<file path="src/rtl/hazard_stall_ctrl.sv">
// ID-stage hazard controller: load-use and load-to-branch stalls, taken-branch squash,
// and a saturating count of inserted bubbles.
module hazard_stall_ctrl #(
  parameter int          REG_ADDR_WIDTH = 5,
  parameter int          CNT_WIDTH      = 16,
  parameter logic [6:0]  OP_LOAD        = 7'b0000011,
  parameter logic [6:0]  OP_BRANCH      = 7'b1100011
) (
  input  logic                      clk,
  input  logic                      rst_n,
  input  logic                      mem_stall,
  input  logic                      IF_ID_valid,
  input  logic [6:0]                IF_ID_inst_opcode,
  input  logic [REG_ADDR_WIDTH-1:0] IF_ID_rs1,
  input  logic [REG_ADDR_WIDTH-1:0] IF_ID_rs2,
  input  logic                      ID_EX_mem_rd_en,
  input  logic [REG_ADDR_WIDTH-1:0] ID_EX_rd,
  input  logic                      EX_MEM_mem_rd_en,
  input  logic [REG_ADDR_WIDTH-1:0] EX_MEM_rd,
  input  logic                      branch_taken,
  input  logic                      stall_cnt_clr,
  output logic                      pc_wr_en,
  output logic                      IF_ID_wr_en,
  output logic                      IF_ID_flush,
  output logic                      ID_EX_flush,
  output logic [1:0]                hz_state,
  output logic [CNT_WIDTH-1:0]      stall_cnt
);

  typedef enum logic [1:0] {RUN = 2'b00, STALL1 = 2'b01, STALL2 = 2'b10} state_t;

  state_t               r_state;
  logic [CNT_WIDTH-1:0] r_cnt;

  logic w_run, w_branch, w_id_ex_hit, w_ex_mem_hit, w_h2, w_h1, w_bubble, w_taken;

  function automatic logic match(input logic [REG_ADDR_WIDTH-1:0] x,
                                 input logic [REG_ADDR_WIDTH-1:0] rd);
    return (rd != '0) && (rd == x);
  endfunction

  assign w_run        = (r_state == RUN);
  // A load opcode can never be treated as a branch, even if OP_BRANCH is mis-set to alias it.
  assign w_branch     = (IF_ID_inst_opcode == OP_BRANCH) && (IF_ID_inst_opcode != OP_LOAD);
  assign w_id_ex_hit  = ID_EX_mem_rd_en &&
                        (match(IF_ID_rs1, ID_EX_rd) || match(IF_ID_rs2, ID_EX_rd));
  assign w_ex_mem_hit = EX_MEM_mem_rd_en &&
                        (match(IF_ID_rs1, EX_MEM_rd) || match(IF_ID_rs2, EX_MEM_rd));

  assign w_h2 = w_run && IF_ID_valid && w_branch && w_id_ex_hit;
  assign w_h1 = w_run && IF_ID_valid && !w_h2 &&
                ((w_branch && w_ex_mem_hit) || (!w_branch && w_id_ex_hit));

  // mem_stall freezes everything, so it suppresses both the bubble and the squash.
  assign w_bubble = !mem_stall && (!w_run || w_h2 || w_h1);
  assign w_taken  = !mem_stall && w_run && IF_ID_valid && w_branch && branch_taken &&
                    !w_h2 && !w_h1;

  assign pc_wr_en    = !mem_stall && !w_bubble;
  assign IF_ID_wr_en = !mem_stall && !w_bubble;
  assign IF_ID_flush = w_taken;
  assign ID_EX_flush = w_bubble;
  assign hz_state    = r_state;
  assign stall_cnt   = r_cnt;

  always_ff @(posedge clk or negedge rst_n) begin
    if (!rst_n) begin
      r_state <= RUN;
      r_cnt   <= '0;
    end else begin
      if (!mem_stall) begin
        case (r_state)
          RUN:     if (w_h2) r_state <= STALL2;
                   else if (w_h1) r_state <= STALL1;
          STALL2:  r_state <= STALL1;
          default: r_state <= RUN;
        endcase
      end
      // The counter only moves on real bubbles, which mem_stall already masks.
      if (stall_cnt_clr)
        r_cnt <= '0;
      else if (w_bubble && (r_cnt != '1))
        r_cnt <= r_cnt + 1'b1;
    end
  end

endmodule
</file>
<file path="config.mk">
export PLATFORM = sky130hd
export DESIGN_NAME = hazard_stall_ctrl
export DESIGN_NICKNAME = d
export VERILOG_FILES = /design/src/rtl/hazard_stall_ctrl.sv
export SDC_FILE = /design/constraint.sdc
export NUM_CORES = 1
export LEC_CHECK = 0
export ABC_CLOCK_PERIOD_IN_PS = 4200
export BUFFER_PORTS_ARGS = -buffer_cell sky130_fd_sc_hd__buf_2
export CAP_MARGIN = 40
export CORE_MARGIN = 1
export CORE_UTILIZATION = 51
export CTS_CLUSTER_SIZE = 12
export DETAILED_ROUTE_END_ITERATION = 6
export GPL_TIMING_DRIVEN = 0
export PLACE_DENSITY = 0.85
export SLEW_MARGIN = 10
export SYNTH_ARGS = -nofsm -noshare
export SYNTH_HDL_FRONTEND = slang
export SYNTH_SLANG_ARGS = --single-unit
</file>
<file path="constraint.sdc">
create_clock -name clk -period 4.2 [get_ports clk]
set_input_delay 0.84 -clock clk [delete_from_list [all_inputs] [get_ports clk]]
set_output_delay 0.84 -clock clk [all_outputs]
set_load 0.02 [all_outputs]
</file>
# After elaboration in Yosys (flattened, before gate mapping)
# Index checks and enable logic that the tools add are counted.
# totals
regBits	18
latchBits	0
ram_bits	0
rom_bits	0
in_bits	35
out_inout_bits	22
word_cells	57
mem_count	0
# classes
n_addsub	1
n_mul	0
n_div	0
order_cmp	0
n_eq_ne	9
shift	0
mux	5
n_bitwise	1
n_reduce_logical	39
# op_table
operator	count
$mux 16	2
$logic_and 1x1->1	23
$eq 5x5->1	4
$add 16x1->16 const B	1
$ne 16x16->1 const B	1
$reduce_bool 5->1	2
$eq 7x7->1 const B	1
$ne 7x2->1 const B	1
$logic_not 1->1	6
$logic_or 1x1->1	5
$mux 2	2
$pmux 2 s2	1
$ne 3x1->1 const B	1
$eq 2x2->1 const B	1
$logic_not 2->1	1
$reduce_and 2->1	1
$reduce_bool 2->1	1
$not 1->1	1

# Logic depth before layout (Yosys ltp)
# Gate-level depths: netlist (run 1).
# depth
depth_word	13
mapped_depth	9
ltp_nobuf	7

# Worst setup path after synthesis (run 1)
# Ideal clock, no wire load.
# synth_timing
path_kind	in2out
from	input EX_MEM_rd[1]
to	output pc_wr_en
arrival_time_ps	2568
setup_slack_ps	792
path_stages	5
path_cell_list	or4_1 o21ai_1 nor3_1 nor3b_1 buf_4
# synth_between
elab_chain_cells	11
# synth_lines
element	line_no	text
start: declaration	19	input logic [REG_ADDR_WIDTH-1:0] EX_MEM_rd,
$eq 5x5->1 / $reduce_bool 5->1 (equally long branches)	39	return (rd != '0) && (rd == x);
$logic_and 1x1->1	39	
$logic_or 1x1->1 (*)	48	(match(IF_ID_rs1, EX_MEM_rd) || match(IF_ID_rs2, EX_MEM_rd));
$logic_and 1x1->1 (*)	47	assign w_ex_mem_hit = EX_MEM_mem_rd_en &&
$logic_and 1x1->1 (*)	52	((w_branch && w_ex_mem_hit) || (!w_branch && w_id_ex_hit));
$logic_or 1x1->1 (*)	52	
$logic_and 1x1->1 (*)	51	assign w_h1 = w_run && IF_ID_valid && !w_h2 &&
$logic_or 1x1->1 (*)	55	assign w_bubble = !mem_stall && (!w_run || w_h2 || w_h1);
$logic_and 1x1->1 (*)	55	
$logic_not 1->1 (*)	-	
$logic_and 1x1->1 (*)	-	
end: declaration	22	output logic pc_wr_en,
# Mark *: on every way between the ends. The rest lies on a longest branch, timed or not.

# Worst setup path after layout (run 1)
# layout_timing
from	input EX_MEM_rd[1]
to	output pc_wr_en
# layout_between
elab_chain_cells	11
# layout_lines
element	line_no	text
$eq 5x5->1 / $reduce_bool 5->1 (equally long branches)	39	
$logic_and 1x1->1	39	
$logic_or 1x1->1 (*)	48	
$logic_and 1x1->1 (*)	47	
$logic_and 1x1->1 (*)	52	
$logic_or 1x1->1 (*)	52	
$logic_and 1x1->1 (*)	51	
$logic_or 1x1->1 (*)	55	
$logic_and 1x1->1 (*)	55	
$logic_not 1->1 (*)	59	assign pc_wr_en = !mem_stall && !w_bubble;
$logic_and 1x1->1 (*)	59	
# Marks and branches as above.

==> qor.yml, run 1 <==
detailed_routing:
  dr.pass1.iters: 4
  ant_nets: 0
  first_iter_violations: 18
  wire_per_inst_um: 13.9
  postRouteWirelength_um: 3350
  vias_per_cell: 5.74
  drc: 0
  vias: 1383
sta:
  fmax_mhz: 303
  worst_slew_pin_slew_ps: 539
  tns_ps: 0
  hold_viol: 0
  period_share: 0.786
  finClkSkew_ps: 7.08
  setup_violations: 0
  maxSlewHeadroom: 0.640
  drv_slew: 0
  fin_ws_ps: 900
  rsz0062_at_grt: "false"
  fin_crit_ps: 3300
floorplan:
  initial_core_util: 0.565
  core_area_mm2: 0.00230
  pin_count: 57
  num_rows: 17
  chipWidth_um: 52.5
  die_area_mm2: 0.00275
  die_h_um: 52.5
worst_setup_path:
  worstPathMaxFanout: 3
  r2r_cells: 8
  crit_required_ps: 3360
  crit_buf_inv: 3
  timing.rr.start: "stall_cnt[6]"
  cpPeakStageDelay_ps: 530
  start_kind: "primary input"
  rr_endpoint: "stall_cnt[13]"
  r2r_setup_slack_ps: 1880
  cpMostUsedCell: "buf_2"
  arrival_ps: 2460
  slowest_stage: "or4_1"
  crit_cells: 7
  path_delay_family: "simple AND/OR/NAND/NOR gates"
  crit_chain: "buf_2 -> or4_1 -> o21ai_1 -> nor3_1 -> nor3b_1 -> buf_4 -> buf_2"
  critPathCaptureType: "output port"
  worstSetupEndpoint: "pc_wr_en"
  crit_type: "in -> out"
  cp-startpoint: "EX_MEM_rd[1]"
clocking:
  insertion_delay_ps: 300
  numClockSinks: 18
  htreeDepth: 1
  cts-resized-gates: 0
  clock_path_buffers: 2
  cts_tree: "built"
  cts-root-buf: "clkbuf_4"
  cts_hold_buf: 0
  path_clk_slew_ps: 120
  cts_setup_buffers: 0
  cts_buffers: 3
placed_design:
  io_buffers: 56
  gp_congestion: 0.798
  dp_slack_ps: 886
  dp.cells: 237
  place_area_mm2: 0.00161
  hpwl_um: 2540
yosys:
  syn_nets: 189
  yosysWarnings: 0
  ys_ff_latch: 18
  synth_cell_types: 31
  synth-edff-count: 0
  async_flop_share: 1.00
  ys_seq_area_frac: 0.347
  synth_top_cell_by_area: "dfrtp_1"
  netlist_top_cells_area: "dfrtp_1, xor2_1, nand3_1"
  synth_area_mm2: 0.00130
  synth_cells: 153
  ys.flop_type: "dfrtp_1"
  synth_top_area_frac: 0.347
  synth_area_per_cell_um2: 8.49
global_routing:
  grt_pass1_wl_um: 5510
  grt_max_degree: 19
  grt-ovfl-total: 0
  grt_usage: 0.267
  antenna_found_initial: 0
  grt_pass1_vias: 1306
cells_and_area:
  finalNonFillerCells: 241
  fin_area_mm2: 0.00165
  fillers: 194
  layout.nets: 250
  syn_to_final_growth_pct: 27.1
  antennaDiodeCount: 0
  drive_gt1_frac: 0.310
job:
  maxCapViolCount: 0
power:
  p_leak_nw: 0.778
  powerDensity_mw_per_mm2: 252
  peakVddDrop_mv: 0.160
min_path:
  min_path_type: "in -> async"
status:
  status: "finished clean"
## placed cells by master, fill, tap and decap left out
master    synthesis  layout
a22oi_1           2       2
o31ai_4           1       1
buf_4             1       1
or4_4             1       1
or2_1             1       1
mux2i_1           1       1
or4_1             6       6
dfrtp_1          18      18
buf_6             1       1
nand2_1           7       7
o211ai_1          1       1
o21a_1            4       4
and3_1            4       4
o211ai_2          1       1
nor3b_1           2       2
or3_1             8       8
nand3_1          12      12
clkbuf_8          0       1
clkbuf_1          2       2
nor4_1            2       2
ha_1              1       1
o21ai_1          11      11
nand4b_1          1       1
a21oi_1          11      11
xor2_1           21      21
inv_1             5       5
o31ai_1           4       4
nor2_1           12      12
clkbuf_4          0       3
nor3_1            9       9
buf_2             1      57
nand3b_1          1       1
o21bai_1          1       1
## where the power goes
part / total [mW] / switching (mW) / internal (mW)
Combinational: 0.119 / 0.0705 / 0.0481
Sequential: 0.184 / 0.00656 / 0.178
Clock: 0.113 / 0.0601 / 0.0529
Total: 0.416 / 0.137 / 0.279
## worst min path at each step
stage                          to  slack (ps)  depth (start not counted)
floorplan             hz_state[0]         540                          0
global placement      hz_state[0]         500                          1
detailed placement    hz_state[0]         540                          1
CTS                 stall_cnt[11]         470                          1
global route        stall_cnt[11]         480                          1
finish               stall_cnt[9]         450                          1
## cell families after synthesis
kind of cell / synth area share
AND/OR/NAND/NOR: 0.276
AO/OA/AOI/OAI: 0.180
XOR/XNOR: 0.142
flip-flops: 0.347
buffers and inverters: 0.0385
multiplexers: 0.00771
adder cells (fa/ha/maj): 0.00963
## worst reg2reg max path, cell delays in order (launching register included)
cell and delay, ps:
dfrtp_1 460, nand3_1 170, nor3_1 360, nand3_1 180, or2_1 260, o211ai_2 100
clkbuf_1 410, nor4_1 120, o21bai_1 170
## registers in the layout (all words and copies together) (netlist names)
name	flops
stall_cnt	16
hz_state	2
## cells in the mapped netlist (2+ instances only)
master    count
nor3_1        9
nand3_1      12
or3_1         8
o21a_1        4
nor2_1       12
or4_1         6
a21oi_1      11
xor2_1       21
and3_1        4
nand2_1       7
a22oi_1       2
clkbuf_1      2
inv_1         5
nor4_1        2
o31ai_1       4
o21ai_1      11
nor3b_1       2
dfrtp_1      18
## per-layer routing
| metal | track usage | up-vias | share of wire |
|---|---|---|---|
| li1 | - | 676 | - |
| met2 | 0.468 | 37 | 0.52 |
| met3 | 0.0580 | 4 | 0.036 |
| met5 | 0 | - | 0 |
| met1 | 0.327 | 666 | 0.44 |
| met4 | 0.0702 | 0 | 0.0093 |
## metrics by stage
step,utilization,power [mW],hold slack [ps]
floorplan,-,0.258,544
global placement,0.703,0.303,502
detailed placement,0.703,0.307,537
CTS,0.718,0.417,470
global route,0.718,0.438,477
finish,0.718,0.416,448
## layout make-up
class | instances | area, um^2 | share of cell area
plain buffers | 5 | 31.3 | 0.0190
flip-flops and latches | 18 | 450 | 0.273
clock buffers | 4 | 36.3 | 0.0220
inverters | 5 | 18.8 | 0.0114
repair buffers | 56 | 280 | 0.170
well taps | 28 | 35.0 | 0.0212
multi-input cells | 125 | 798 | 0.484
Power figures use the tool's default switching activity.
==> run 2: changes to the inputs <==
--- a/config.mk
+++ b/config.mk
@@ -5,15 +5,15 @@
 export SDC_FILE = /design/constraint.sdc
 export NUM_CORES = 1
 export LEC_CHECK = 0
-export ABC_CLOCK_PERIOD_IN_PS = 4200
+export ABC_CLOCK_PERIOD_IN_PS = 2900
 export BUFFER_PORTS_ARGS = -buffer_cell sky130_fd_sc_hd__buf_2
 export CAP_MARGIN = 40
 export CORE_MARGIN = 1
-export CORE_UTILIZATION = 51
+export CORE_UTILIZATION = 42
 export CTS_CLUSTER_SIZE = 12
 export DETAILED_ROUTE_END_ITERATION = 6
 export GPL_TIMING_DRIVEN = 0
-export PLACE_DENSITY = 0.85
+export PLACE_DENSITY = 0.75
 export SLEW_MARGIN = 10
 export SYNTH_ARGS = -nofsm -noshare
 export SYNTH_HDL_FRONTEND = slang
==> constraint.sdc (replaced) <==
create_clock -name clk -period 2.9 [get_ports clk]
set_input_delay 0.58 -clock clk [delete_from_list [all_inputs] [get_ports clk]]
set_output_delay 0.58 -clock clk [all_outputs]
set_load 0.02 [all_outputs]
==> run 2 against run 1 <==
Against the previous run:
- the run now ends with DRC left
- count of clock-buffer cells in the layout is the same
- total power grew 44%
- register-to-register slack lost 1300 ps
- global-route usage shrank 5.9 points
- critical path depth is the same
- sequential power grew 46%
- non-clock buffer count is the same
- worst hold slack lost 260 ps
- flip-flop and latch count is the same
- critical path type unchanged
- largest cell class unchanged
- largest power group unchanged
==> qor.yml, run 2 (synthesis gave the netlist of run 1 again) <==
floorplan:
  chipWidth_um: 57.6
  initial_core_util: 0.455
  die_h_um: 57.6
  num_rows: 19
  core_area_mm2: 0.00285
  die_area_mm2: 0.00332
  pin_count: 57
global_routing:
  grt_max_degree: 19
  grt_usage: 0.208
  antenna_found_initial: 0
  grt_pass1_wl_um: 5390
  grt_pass1_vias: 1256
  grt-ovfl-total: 0
detailed_routing:
  ant_nets: 0
  postRouteWirelength_um: 3210
  first_iter_violations: 41
  wire_per_inst_um: 13.1
  vias: 1356
  dr.pass1.iters: 7
  vias_per_cell: 5.56
  drc: 3
clocking:
  clock_path_buffers: 2
  path_clk_slew_ps: 120
  cts_tree: "built"
  numClockSinks: 18
  cts_hold_buf: 0
  cts_setup_buffers: 0
  cts-root-buf: "clkbuf_4"
  cts-resized-gates: 0
  cts_buffers: 3
  htreeDepth: 1
  insertion_delay_ps: 300
power:
  internal_power_mw: 0.403
  powerDensity_mw_per_mm2: 361
  power.share.clock: 0.266
  sequentialPowerShare: 0.448
  p_comb_frac: 0.287
  finalPower_mw: 0.598
  p_sw_frac: 0.325
  p_leak_nw: 0.778
  peakVddDrop_mv: 0.162
  p_sw_mw: 0.194
worst_setup_path:
  cpMostUsedCell: "buf_2"
  crit_type: "in -> out"
  slowest_stage: "or4_1"
  crit_required_ps: 2320
  worstPathMaxFanout: 3
  r2r_setup_slack_ps: 620
  start_kind: "primary input"
  r2r_cells: 8
  crit_chain: "buf_2 -> or4_1 -> o21ai_1 -> nor3_1 -> nor3b_1 -> buf_4 -> buf_2"
  critPathCaptureType: "output port"
  arrival_ps: 2190
  cpPeakStageDelay_ps: 510
placed_design:
  dp.cells: 240
  hpwl_um: 2550
  gp_congestion: 0.785
  place_area_mm2: 0.00162
  io_buffers: 56
  dp_slack_ps: 127
cells_and_area:
  largest_register_ffs: 16
  antennaDiodeCount: 0
  drive_gt1_frac: 0.310
  layout.nets: 250
  fin_area_mm2: 0.00165
  final_common_cell: "buf_2"
  fillers: 281
  layout_common_cells: "buf_2, xor2_1, dfrtp_1"
  syn_to_final_growth_pct: 27.4
  final_util: 0.580
  finalNonFillerCells: 244
sta:
  drv_slew: 0
  fin_ws_ps: 125
  rsz0062_at_grt: "false"
  worst_slew_pin_slew_ps: 523
  tns_ps: 0
  maxSlewHeadroom: 0.650
  period_share: 0.957
  hold_viol: 0
  whs_ps: 183
  fin_crit_ps: 2770
  fmax_mhz: 360
  finClkSkew_ps: 14.6
  setup_violations: 0
status:
  violations: "DRC"
  status: "finished with violations"
job:
  maxCapViolCount: 0
min_path:
  min_path_type: "in -> async"
==> run 2: path summary, 6_finish.rpt <==
path / start / to
setup / recovery: EX_MEM_rd[1] / pc_wr_en
hold / removal: rst_n / stall_cnt[12]
setup reg to reg: stall_cnt[6] / stall_cnt[10]
hold reg to reg: hz_state[0] / hz_state[0]
max in group asynchronous: rst_n / stall_cnt[15]
min in group clk: stall_cnt_clr / stall_cnt[6]
==> run 2: cell type report <==
type | count | area [um^2] | share of cell area
clock buffers | 4 | 36.3 | 0.0219
repair buffers | 56 | 280 | 0.169
well taps | 31 | 38.8 | 0.0234
inverters | 5 | 18.8 | 0.0113
multi-input cells | 125 | 798 | 0.483
flip-flops and latches | 18 | 450 | 0.272
plain buffers | 5 | 31.3 | 0.0189
==> run 2: critical path: cells and delay by family <==
family / cells / cell delay (ps)
and+or+nand+nor: 3 / 850
buffers and inverters: 3 / 430
AOI/OAI and AO/OA: 1 / 340
==> run 2: power by group through the flow <==
stage	combinational, mW	sequential, mW	clock (mW)
6_report	0.171	0.268	0.159
5_1_grt	0.189	0.269	0.166
4_1_cts	0.172	0.267	0.159
3_5_place_dp	0.172	0.271	0
3_3_place_gp	0.170	0.272	0
2_1_floorplan	0.0953	0.278	0
==> run 2: routing by layer <==
layer / GRT usage / share of wire / routed length [um]
met1: 0.269 / 0.44 / 1420
met2: 0.350 / 0.50 / 1590
met3: 0.0156 / 0.044 / 141
met4: 0.108 / 0.016 / 51
met5: 0 / 0 / 0
==> run 3: changes to the inputs <==
--- a/config.mk
+++ b/config.mk
@@ -8,13 +8,11 @@
 export ABC_CLOCK_PERIOD_IN_PS = 2900
 export BUFFER_PORTS_ARGS = -buffer_cell sky130_fd_sc_hd__buf_2
 export CAP_MARGIN = 40
-export CORE_MARGIN = 1
+export CORE_MARGIN = 4
 export CORE_UTILIZATION = 42
 export CTS_CLUSTER_SIZE = 12
 export DETAILED_ROUTE_END_ITERATION = 6
-export GPL_TIMING_DRIVEN = 0
 export PLACE_DENSITY = 0.75
-export SLEW_MARGIN = 10
 export SYNTH_ARGS = -nofsm -noshare
 export SYNTH_HDL_FRONTEND = slang
 export SYNTH_SLANG_ARGS = --single-unit
==> run 3 against run 2 <==
Against the previous run:
- the run now ends clean
- highest routed layer unchanged
- combinational power about the same
- flip-flop and latch count is the same
- first-iteration DRC count up 120%
- sequential power about the same
- largest power group unchanged
- sequential share of layout area increased by 0.29 points
==> qor.yml, run 3 (synthesis gave the netlist of run 1 again) <==
status:
  status: "finished clean"
worst_setup_path:
  start_kind: "primary input"
  cp-startpoint: "EX_MEM_rd[1]"
  crit_type: "in -> out"
  worstPathMaxFanout: 3
  arrival_ps: 2010
  critPathCaptureType: "output port"
  crit_required_ps: 2320
  timing.rr.start: "stall_cnt[0]"
cells_and_area:
  layout_common_cells: "buf_2, xor2_1, dfrtp_1"
  fillers: 257
  syn_to_final_growth_pct: 26.0
  final_common_cell: "buf_2"
  seq_area_um2: 450
  multi_input_area_um2: 798
  largest_register_ffs: 16
  layout.nets: 247
  drive_gt1_frac: 0.306
  final_util: 0.574
  antennaDiodeCount: 0
floorplan:
  num_rows: 19
  initial_core_util: 0.455
  die_h_um: 63.6
  die_area_mm2: 0.00405
  core_area_mm2: 0.00285
  chipWidth_um: 63.6
  pin_count: 57
min_path:
  min_path_type: "in -> async"
global_routing:
  grt-ovfl-total: 0
  antenna_found_initial: 0
  grt_pass1_vias: 1362
  grt_pass1_wl_um: 5660
  grt_max_degree: 31
  grt_usage: 0.172
sta:
  period_share: 0.894
  hold_viol: 0
  setup_violations: 0
  fmax_mhz: 386
  maxSlewHeadroom: 0.685
  tns_ps: 0
  finClkSkew_ps: 5.86
  fin_crit_ps: 2590
  rsz0062_at_grt: "false"
  drv_slew: 0
  whs_ps: 200
  worst_slew_pin_slew_ps: 472
detailed_routing:
  vias: 1333
  postRouteWirelength_um: 3270
  vias_per_cell: 5.55
  dr.pass1.iters: 4
  wire_per_inst_um: 13.6
  first_iter_violations: 90
  drc: 0
  ant_nets: 0
clocking:
  cts_hold_buf: 0
  htreeDepth: 1
  cts_buffers: 3
  insertion_delay_ps: 280
  numClockSinks: 18
  cts-root-buf: "clkbuf_4"
  clock_path_buffers: 2
  cts_setup_buffers: 0
  cts_tree: "built"
  path_clk_slew_ps: 100
  cts-resized-gates: 0
power:
  powerDensity_mw_per_mm2: 339
  p_leak_nw: 0.770
  finalPower_mw: 0.555
  peakVddDrop_mv: 0.133
job:
  maxCapViolCount: 0
placed_design:
  hpwl_um: 2660
  gp_congestion: 0.803
  io_buffers: 56
==> run 3: final cells by class <==
class | count | area share
Timing Repair Buffer | 58 | 0.188
Multi-Input combinational cell | 125 | 0.488
Sequential cell | 18 | 0.275
Tap cell | 31 | 0.0237
Clock buffer | 3 | 0.0138
Inverter | 5 | 0.0115
==> run 3: worst max-delay path: stages <==
cell and delay [ps]:
buf_2 130, or4_1 510, o21ai_1 230, buf_4 170, o31ai_4 60, nor2_1 140
nor2_1 50, buf_2 150
==> run 3: path summary, 6_finish.rpt <==
kind | to | cells past startpoint | slack (ps)
max | ID_EX_flush | 8 | 310
min | stall_cnt[6] | 1 | 200
max reg2reg | stall_cnt[11] | 8 | 730
min reg2reg | hz_state[0] | 1 | 530
max in group asynchronous | stall_cnt[9] | 1 | 2410
min in group clk | hz_state[0] | 1 | 530
==> run 3: power breakdown <==
part	switching [mW]	internal (mW)
clock	0.0707	0.0482
combinational	0.100	0.0691
sequential	0.00965	0.257
==> run 3: per-stage QoR <==
step,cells,setup slack (ps),area (um^2)
after detailed placement,237,203,1610
after CTS,240,302,1640
after floorplan,153,12.3,1300
after global routing,240,157,1640
after global placement,237,251,1610
final,240,307,1640
==> run 3: layer usage <==
layer  GRT usage  part of all wire  vias to the layer above
met5           0                 0                        -
met4      0.0620            0.0083                        0
met3      0.0213             0.050                        2
met2       0.334              0.53                       37
met1       0.187              0.41                      623
li1            -                 -                      671
